==> src/rtl/mds_tap_sched.sv <==
// Per-frame tap scheduler: double-buffered tap table, one entry per word slot,
// drives shift/delay/source controls of the shared bit-serial datapath.
module mds_tap_sched #(
  parameter int N_TAPS  = 8,
  parameter int WORD_W  = 24,
  parameter int SHIFT_W = 5,
  parameter int DELAY_W = 4,
  localparam int AW = $clog2(N_TAPS)
) (
  input  logic               clk,
  input  logic               rst_n,
  input  logic               bclk,
  input  logic               lrclk,
  input  logic               cfg_we,
  input  logic [AW-1:0]      cfg_addr,
  input  logic [SHIFT_W-1:0] cfg_shift,
  input  logic [DELAY_W-1:0] cfg_delay,
  input  logic               cfg_src,
  input  logic               cfg_last,
  input  logic               cfg_commit,
  output logic               commit_pending,
  output logic [SHIFT_W-1:0] shift,
  output logic [DELAY_W-1:0] delay,
  output logic               src_sel,
  output logic [AW-1:0]      tap_idx,
  output logic               tap_active,
  output logic               slot_start,
  output logic               frame_start,
  output logic               overrun,
  input  logic               overrun_clr
);

  localparam int CW = (WORD_W > 1) ? $clog2(WORD_W) : 1;
  localparam int FW = SHIFT_W + DELAY_W + 1;

  typedef enum logic [1:0] {IDLE, RUN, DONE} state_t;

  state_t state, state_n;

  logic          lr_prev;
  logic          fs;
  logic [FW-1:0] shadow_f [N_TAPS];
  logic          shadow_l [N_TAPS];
  logic [FW-1:0] active_f [N_TAPS];
  logic          active_l [N_TAPS];
  logic [FW-1:0] first_e;
  logic [FW-1:0] next_e;
  logic [AW-1:0] idx_inc;
  logic [CW-1:0] bit_cnt, bit_cnt_n;
  logic          in_run;
  logic          word_end;
  logic          slot_end;
  logic          is_last;

  logic [SHIFT_W-1:0] shift_n;
  logic [DELAY_W-1:0] delay_n;
  logic               src_n;
  logic [AW-1:0]      idx_n;
  logic               act_n;
  logic               slot_n;
  logic               frame_n;
  logic               ovr_n;
  logic               pend_n;

  // lrclk only counts when bclk strobes; frame start is its sampled rising edge
  assign fs       = bclk & lrclk & ~lr_prev;
  assign in_run   = (state == RUN);
  assign word_end = (bit_cnt == CW'(WORD_W - 1));
  assign slot_end = bclk & in_run & ~fs & word_end;
  assign is_last  = active_l[tap_idx] | (tap_idx == AW'(N_TAPS - 1));
  assign idx_inc  = tap_idx + 1'b1;
  assign first_e  = commit_pending ? shadow_f[0] : active_f[0];
  assign next_e   = active_f[idx_inc];

  always_ff @(posedge clk or negedge rst_n) begin
    if (!rst_n) state <= IDLE;
    else        state <= state_n;
  end

  always_comb begin
    state_n = state;
    if (fs)
      state_n = RUN;
    else if (slot_end && is_last)
      state_n = DONE;
  end

  always_comb begin
    shift_n   = shift;
    delay_n   = delay;
    src_n     = src_sel;
    idx_n     = tap_idx;
    act_n     = tap_active;
    bit_cnt_n = bit_cnt;
    slot_n    = 1'b0;
    frame_n   = 1'b0;
    if (fs) begin
      {src_n, delay_n, shift_n} = first_e;
      idx_n     = '0;
      bit_cnt_n = '0;
      act_n     = 1'b1;
      slot_n    = 1'b1;
      frame_n   = 1'b1;
    end else if (bclk && in_run) begin
      if (!word_end) begin
        bit_cnt_n = bit_cnt + 1'b1;
      end else if (is_last) begin
        act_n = 1'b0;
      end else begin
        {src_n, delay_n, shift_n} = next_e;
        idx_n     = idx_inc;
        bit_cnt_n = '0;
        slot_n    = 1'b1;
      end
    end
    ovr_n  = (fs & in_run) | (overrun & ~overrun_clr);
    pend_n = cfg_commit | (commit_pending & ~fs);
  end

  always_ff @(posedge clk or negedge rst_n) begin
    if (!rst_n) begin
      lr_prev        <= 1'b0;
      shift          <= '0;
      delay          <= '0;
      src_sel        <= 1'b0;
      tap_idx        <= '0;
      tap_active     <= 1'b0;
      slot_start     <= 1'b0;
      frame_start    <= 1'b0;
      bit_cnt        <= '0;
      overrun        <= 1'b0;
      commit_pending <= 1'b0;
    end else begin
      if (bclk) lr_prev <= lrclk;
      shift          <= shift_n;
      delay          <= delay_n;
      src_sel        <= src_n;
      tap_idx        <= idx_n;
      tap_active     <= act_n;
      slot_start     <= slot_n;
      frame_start    <= frame_n;
      bit_cnt        <= bit_cnt_n;
      overrun        <= ovr_n;
      commit_pending <= pend_n;
    end
  end

  // copy reads pre-write shadow, so a same-cycle cfg_we misses this frame
  always_ff @(posedge clk or negedge rst_n) begin
    if (!rst_n) begin
      for (int i = 0; i < N_TAPS; i++) begin
        shadow_f[i] <= '0;
        shadow_l[i] <= 1'b0;
        active_f[i] <= '0;
        active_l[i] <= (i == 0);
      end
    end else begin
      if (fs && commit_pending) begin
        for (int i = 0; i < N_TAPS; i++) begin
          active_f[i] <= shadow_f[i];
          active_l[i] <= shadow_l[i];
        end
      end
      if (cfg_we) begin
        shadow_f[cfg_addr] <= {cfg_src, cfg_delay, cfg_shift};
        shadow_l[cfg_addr] <= cfg_last;
      end
    end
  end

endmodule

==> config.mk <==
export PLATFORM = sky130hd
export DESIGN_NAME = mds_tap_sched
export DESIGN_NICKNAME = d
export VERILOG_FILES = /design/src/rtl/mds_tap_sched.sv
export SDC_FILE = /design/constraint.sdc
export NUM_CORES = 1
export LEC_CHECK = 0
export ABC_AREA = 1
export CAP_MARGIN = 10
export CORE_MARGIN = 5
export CORE_UTILIZATION = 50
export CTS_CLUSTER_SIZE = 16
export DETAILED_ROUTE_END_ITERATION = 8
export PLACE_DENSITY = 0.68
export REMOVE_ABC_BUFFERS = 1
export SKIP_CTS_REPAIR_TIMING = 1
export SYNTH_ARGS = -nofsm -noshare
export SYNTH_HDL_FRONTEND = slang
export SYNTH_SLANG_ARGS = --single-unit
==> constraint.sdc <==
create_clock -name clk -period 2.9 [get_ports clk]
set_clock_uncertainty 0.1 [all_clocks]
set_input_delay 0.58 -clock clk [delete_from_list [all_inputs] [get_ports clk]]
set_output_delay 0.58 -clock clk [all_outputs]
set_load 0.02 [all_outputs]
# == After elaboration in Yosys (flattened, before gate mapping) ==
# Index checks and enable logic that the tools add are counted.
# op_classes
n_addsub,2
n_lt_le_gt_ge,4
n_eq_ne,5
mux,44
bitwise_logic,17
n_reduce_logical,11
# ops
cell,count
$bwmux 80,1
$mux 10,4
$mux 5,8
$bmux 10 s3,1
$demux 10 s3,1
$mux 1,16
$mux 4,4
$ge 4x4->1 const B,3
$mux 3,4
$not 3->4,3
$and 1x1->1,8
$bwmux 8,1
$reduce_bool 2->1,4
$reduce_and 3->1,2
$add 5x1->5 const B,1
$eq 5x5->1 const B,1
$logic_and 1x1->1,4
$lt 4x1->1 const B,1
$mux 2,2
$add 3x1->3 const B,1
$bmux 1 s3,1
$demux 1 s3,1
$eq 3x3->1 const B,1
$ne 3x3->1 const B,1
other kinds (5),9
# word_totals
regBits,202
inputBits,21
output_inout_bits,18
elab_cells,127

# == Depth between registers and ports, before layout ==
# depth
ltp_word,9
ltp_mapped,10
depth_no_buf,9

# == Worst setup path before layout ==
# No wires, ideal clock.
# synth_timing
kind,register -> register
start,register tap_idx[1]
end,register shift[1]
setup_ps,66
arrival_ps,1638
path_slack_ps,1096
path_stages_with_launch,10
path_buffers,1
period_less_slack_ps,1804
path_cell_list,dfrtp_1 ha_1 ha_1 inv_1 nor2_1 clkbuf_1 nand2_1 nand3_1 nand2_1 nand2_1
# synth_between
elab_chain_len,9
word_cells_on_any_way,17
cone_classes,add/sub (1); eq/ne (2); mux (10); bitwise (3); reduce/logical (1)
# synth_rtl
item,line,source
"start, declared",25,"output logic [AW-1:0] tap_idx,"
"start signal, assigned",138,tap_idx <= idx_n;
$add 3x1->3,71,assign idx_inc = tap_idx + 1'b1;
$not 3->4 (implied by the code),73,assign next_e = active_f[idx_inc];
$bmux 10 s3,73,
$mux 10 (implied by the code) (2 in series),73,
$mux 5,107,end else if (is_last) begin
$mux 5,105,if (!word_end) begin
$mux 5,104,end else if (bclk && in_run) begin
$mux 5,97,if (fs) begin
"end signal, assigned",135,shift <= shift_n;
"end, declared",22,"output logic [SHIFT_W-1:0] shift,"
# Parallel ways exist; a longest one is shown, timed or not. The select of a mux whose other input is x is not followed.
# A chain may end at the register's enable or synchronous reset.

# == Worst setup path after layout ==
# layout_timing
start,register tap_idx[0]
end,output tap_idx[0]
# No word-level cell between the ends.

==> flow_metrics.env <==
export IMPL_nNetsFinal=1070
export IMPL_dp_cells=1242
export IMPL_p_per_area_mw_per_mm2=893
export IMPL_initial_core_util_pct=51.2
export IMPL_instances_no_fill=1281
export IMPL_htreeDepth=1
export IMPL_finalHoldViolCount=0
export IMPL_drt_pass1_iterations=5
export IMPL_grt_max_degree=83
export IMPL_reg2regPathDepth=8
export IMPL_critPathTopFamily="buffers and inverters"
export IMPL_antenna_found_initial=0
export IMPL_period_share_pct=81.8
export IMPL_coreArea_mm2=0.0167
export IMPL_worst_slew_pin_slew_ns=0.669
export IMPL_cts_made_buffers=22
export IMPL_fin_ws_ns=0.527
export IMPL_drive_gt1_share_pct=6.69
export IMPL_synth_cells=1009
export IMPL_vias=6589
export IMPL_cp_max_fo=8
export IMPL_fin_tns_setup_ns=0
export IMPL_grt_pass1_vias=6282
export IMPL_grt_overflow=0
export IMPL_clk_pin_slew_worst_paths_ns=0.06
export IMPL_placed_area_mm2=0.00923
export IMPL_r2r_end="delay[1]"
export IMPL_num_io_pins=39
export IMPL_yosysWarnings=0
export IMPL_dieArea_mm2=0.0198
export IMPL_hold_path_class="input pin to async pin"
export IMPL_fin_worst_hold_slack_ns=0.0201
export IMPL_drv_slew=0
export IMPL_wire_per_inst_um=15.3
export IMPL_area_growth_pct=16.2
export IMPL_cts_root_buffer="clkbuf_16"
export IMPL_io_buffers=38
export IMPL_fp_dieH_um=141
export IMPL_startpoint_type="register"
export IMPL_max_clock_freq_mhz=421
export IMPL_worstReg2RegStart="tap_idx[0]"
export IMPL_crit_type="register to primary output"
export IMPL_syn_cell_area_mm2=0.00855
export IMPL_clock_latency_ns=0.50
export IMPL_worstPathCellList="clkdlybuf4s50_1"
export IMPL_ant_nets=0
export IMPL_min_period_ns=2.37
export IMPL_clock_path_buffers=3
export IMPL_track_usage_pct=20.5
export IMPL_post_route_util_pct=59.5
export IMPL_place_congestion=0.784
export IMPL_row_count=47
export IMPL_critPathRequiredTime_ns=2.22
export IMPL_via_per_inst=5.14
export IMPL_cpPeakStageDelay_ns=0.68
export IMPL_avgSynthCellArea_um2=8.47
export IMPL_synth_seq_area_share_pct=59.2
export IMPL_finalPower_mw=8.87
export IMPL_synth_seq_cells=202
export IMPL_crit_slowest_cell="clkdlybuf4s50_1"
export IMPL_leakage_nw=4.93
export IMPL_setup_viol=0
export IMPL_cts_num_sinks=202
export IMPL_drc=0
export IMPL_synth_area_leaders="dfrtp_1 59%, nand2_1 18%, o21ai_0 9.8%"
export IMPL_drt_iter0_markers=498
export IMPL_rsz0062_at_grt="no"
export IMPL_antenna_cells=0
export IMPL_die_w_um=141
export IMPL_cap_violations=0
export IMPL_slew_headroom_pct=55.4
export IMPL_status="finished clean"
export IMPL_endpoint_kind="primary output"
export IMPL_yosysUniqueCellTypes=25
export IMPL_dp_hpwl_mm=12.0
export IMPL_finalInstanceArea_mm2=0.00993
export IMPL_crit_buf_inv=1
export IMPL_drt_total_wl_mm=19.6
export IMPL_dp_slack_ns=0.436
export IMPL_synth_top_area_cell="dfrtp_1"
export IMPL_ir_drop_mv=0.430
export IMPL_crit_cells=1
export IMPL_synth_top_area_share_pct=58.9
export IMPL_grt_pass1_wl_mm=33.0
export IMPL_r2r_slack_ns=0.74
export IMPL_crit_arrival_ns=1.69
export IMPL_cts_tree="built"
==> sequential cells by signal, indices dropped and copies added, names as in the netlist <==
signal and cells:
bit_cnt 5, frame_start 1, delay 4, commit_pending 1, tap_idx 3, active_l 8, shadow_l 8, slot_start 1
lr_prev 1, overrun 1, state 2, active_f 80, shadow_f 80, src_sel 1, tap_active 1, shift 5
==> cell usage in the layout (no fill, tap or decap), types with 2 or more instances in the layout <==
master	netlist	routed
o21ai_0	168	168
dfrtp_1	201	200
o211ai_1	9	9
buf_4	1	27
inv_1	63	63
clkbuf_1	25	9
a21oi_1	19	19
o22ai_1	5	5
clkinv_2	0	2
nor2_4	2	2
clkbuf_8	0	5
ha_1	3	3
clkdlybuf4s50_1	0	37
clkbuf_16	0	23
nor2_1	29	29
nor3_1	4	3
nand3_1	38	38
inv_2	2	2
xor2_1	2	2
buf_12	0	4
nand2_1	402	402
==> cells in the mapped netlist, drive strengths merged <==
cell type and count:
a31oi 1, nor2 31, nand2 403, ha 3, o22ai 5, dfstp 1
o21ai 168, clkbuf 25, xor2 2, nand3 38, o211ai 9, nor3 4
buf 31, inv 65, a21oi 19, o21bai 1, nand3b 1, dfrtp 201
nand4 1
==> final cells by class <==
class                      instances  area (um2)
fill                            1555        6770
sequential                       202        5060
multi-input combinational        686        2990
timing repair buffer              69         667
clock buffer                      36         664
tap                              220         275
inverter                          65         244
clock inverter                     3        40.0
==> cells by family (layout without fill, tap and decap cells) <==
| kind of cell | Yosys count | in the layout | synth area share [%] |
|---|---|---|---|
| compound gates | 203 | 203 | 12.3 |
| xor+xnor | 2 | 2 | 0.205 |
| fa+ha+maj | 3 | 3 | 0.439 |
| buf+inv | 121 | 173 | 5.96 |
| flops | 202 | 202 | 59.2 |
| simple gates | 478 | 478 | 22.0 |
==> layer usage <==
metal / vias up / routed length, um / GRT usage, % / part of all wire [%]
li1: 3293 / - / - / -
met3: 22 / 784 / 2.68 / 4.0
met4: 0 / 282 / 4.54 / 1.4
met2: 113 / 9240 / 33.7 / 47
met5: - / 0 / 0 / 0
met1: 3161 / 9250 / 29.4 / 47
==> where the power goes <==
part	switching [mW]	internal (mW)	total, mW
Sequential	0.376	3.48	3.85
Clock	1.06	1.64	2.70
Combinational	1.43	0.889	2.31
==> how the worst max path moves through the flow <==
stage               start  slack (ns)           end
2_1_floorplan        bclk       -0.59   active_f[1]
3_3_place_gp         bclk        0.54   active_f[3]
3_5_place_dp         bclk        0.44  active_f[36]
4_1_cts        tap_idx[0]        0.49    tap_idx[0]
5_1_grt        tap_idx[0]        0.47    tap_idx[0]
6_report       tap_idx[0]        0.53    tap_idx[0]
(Power assumes the default switching activity.)
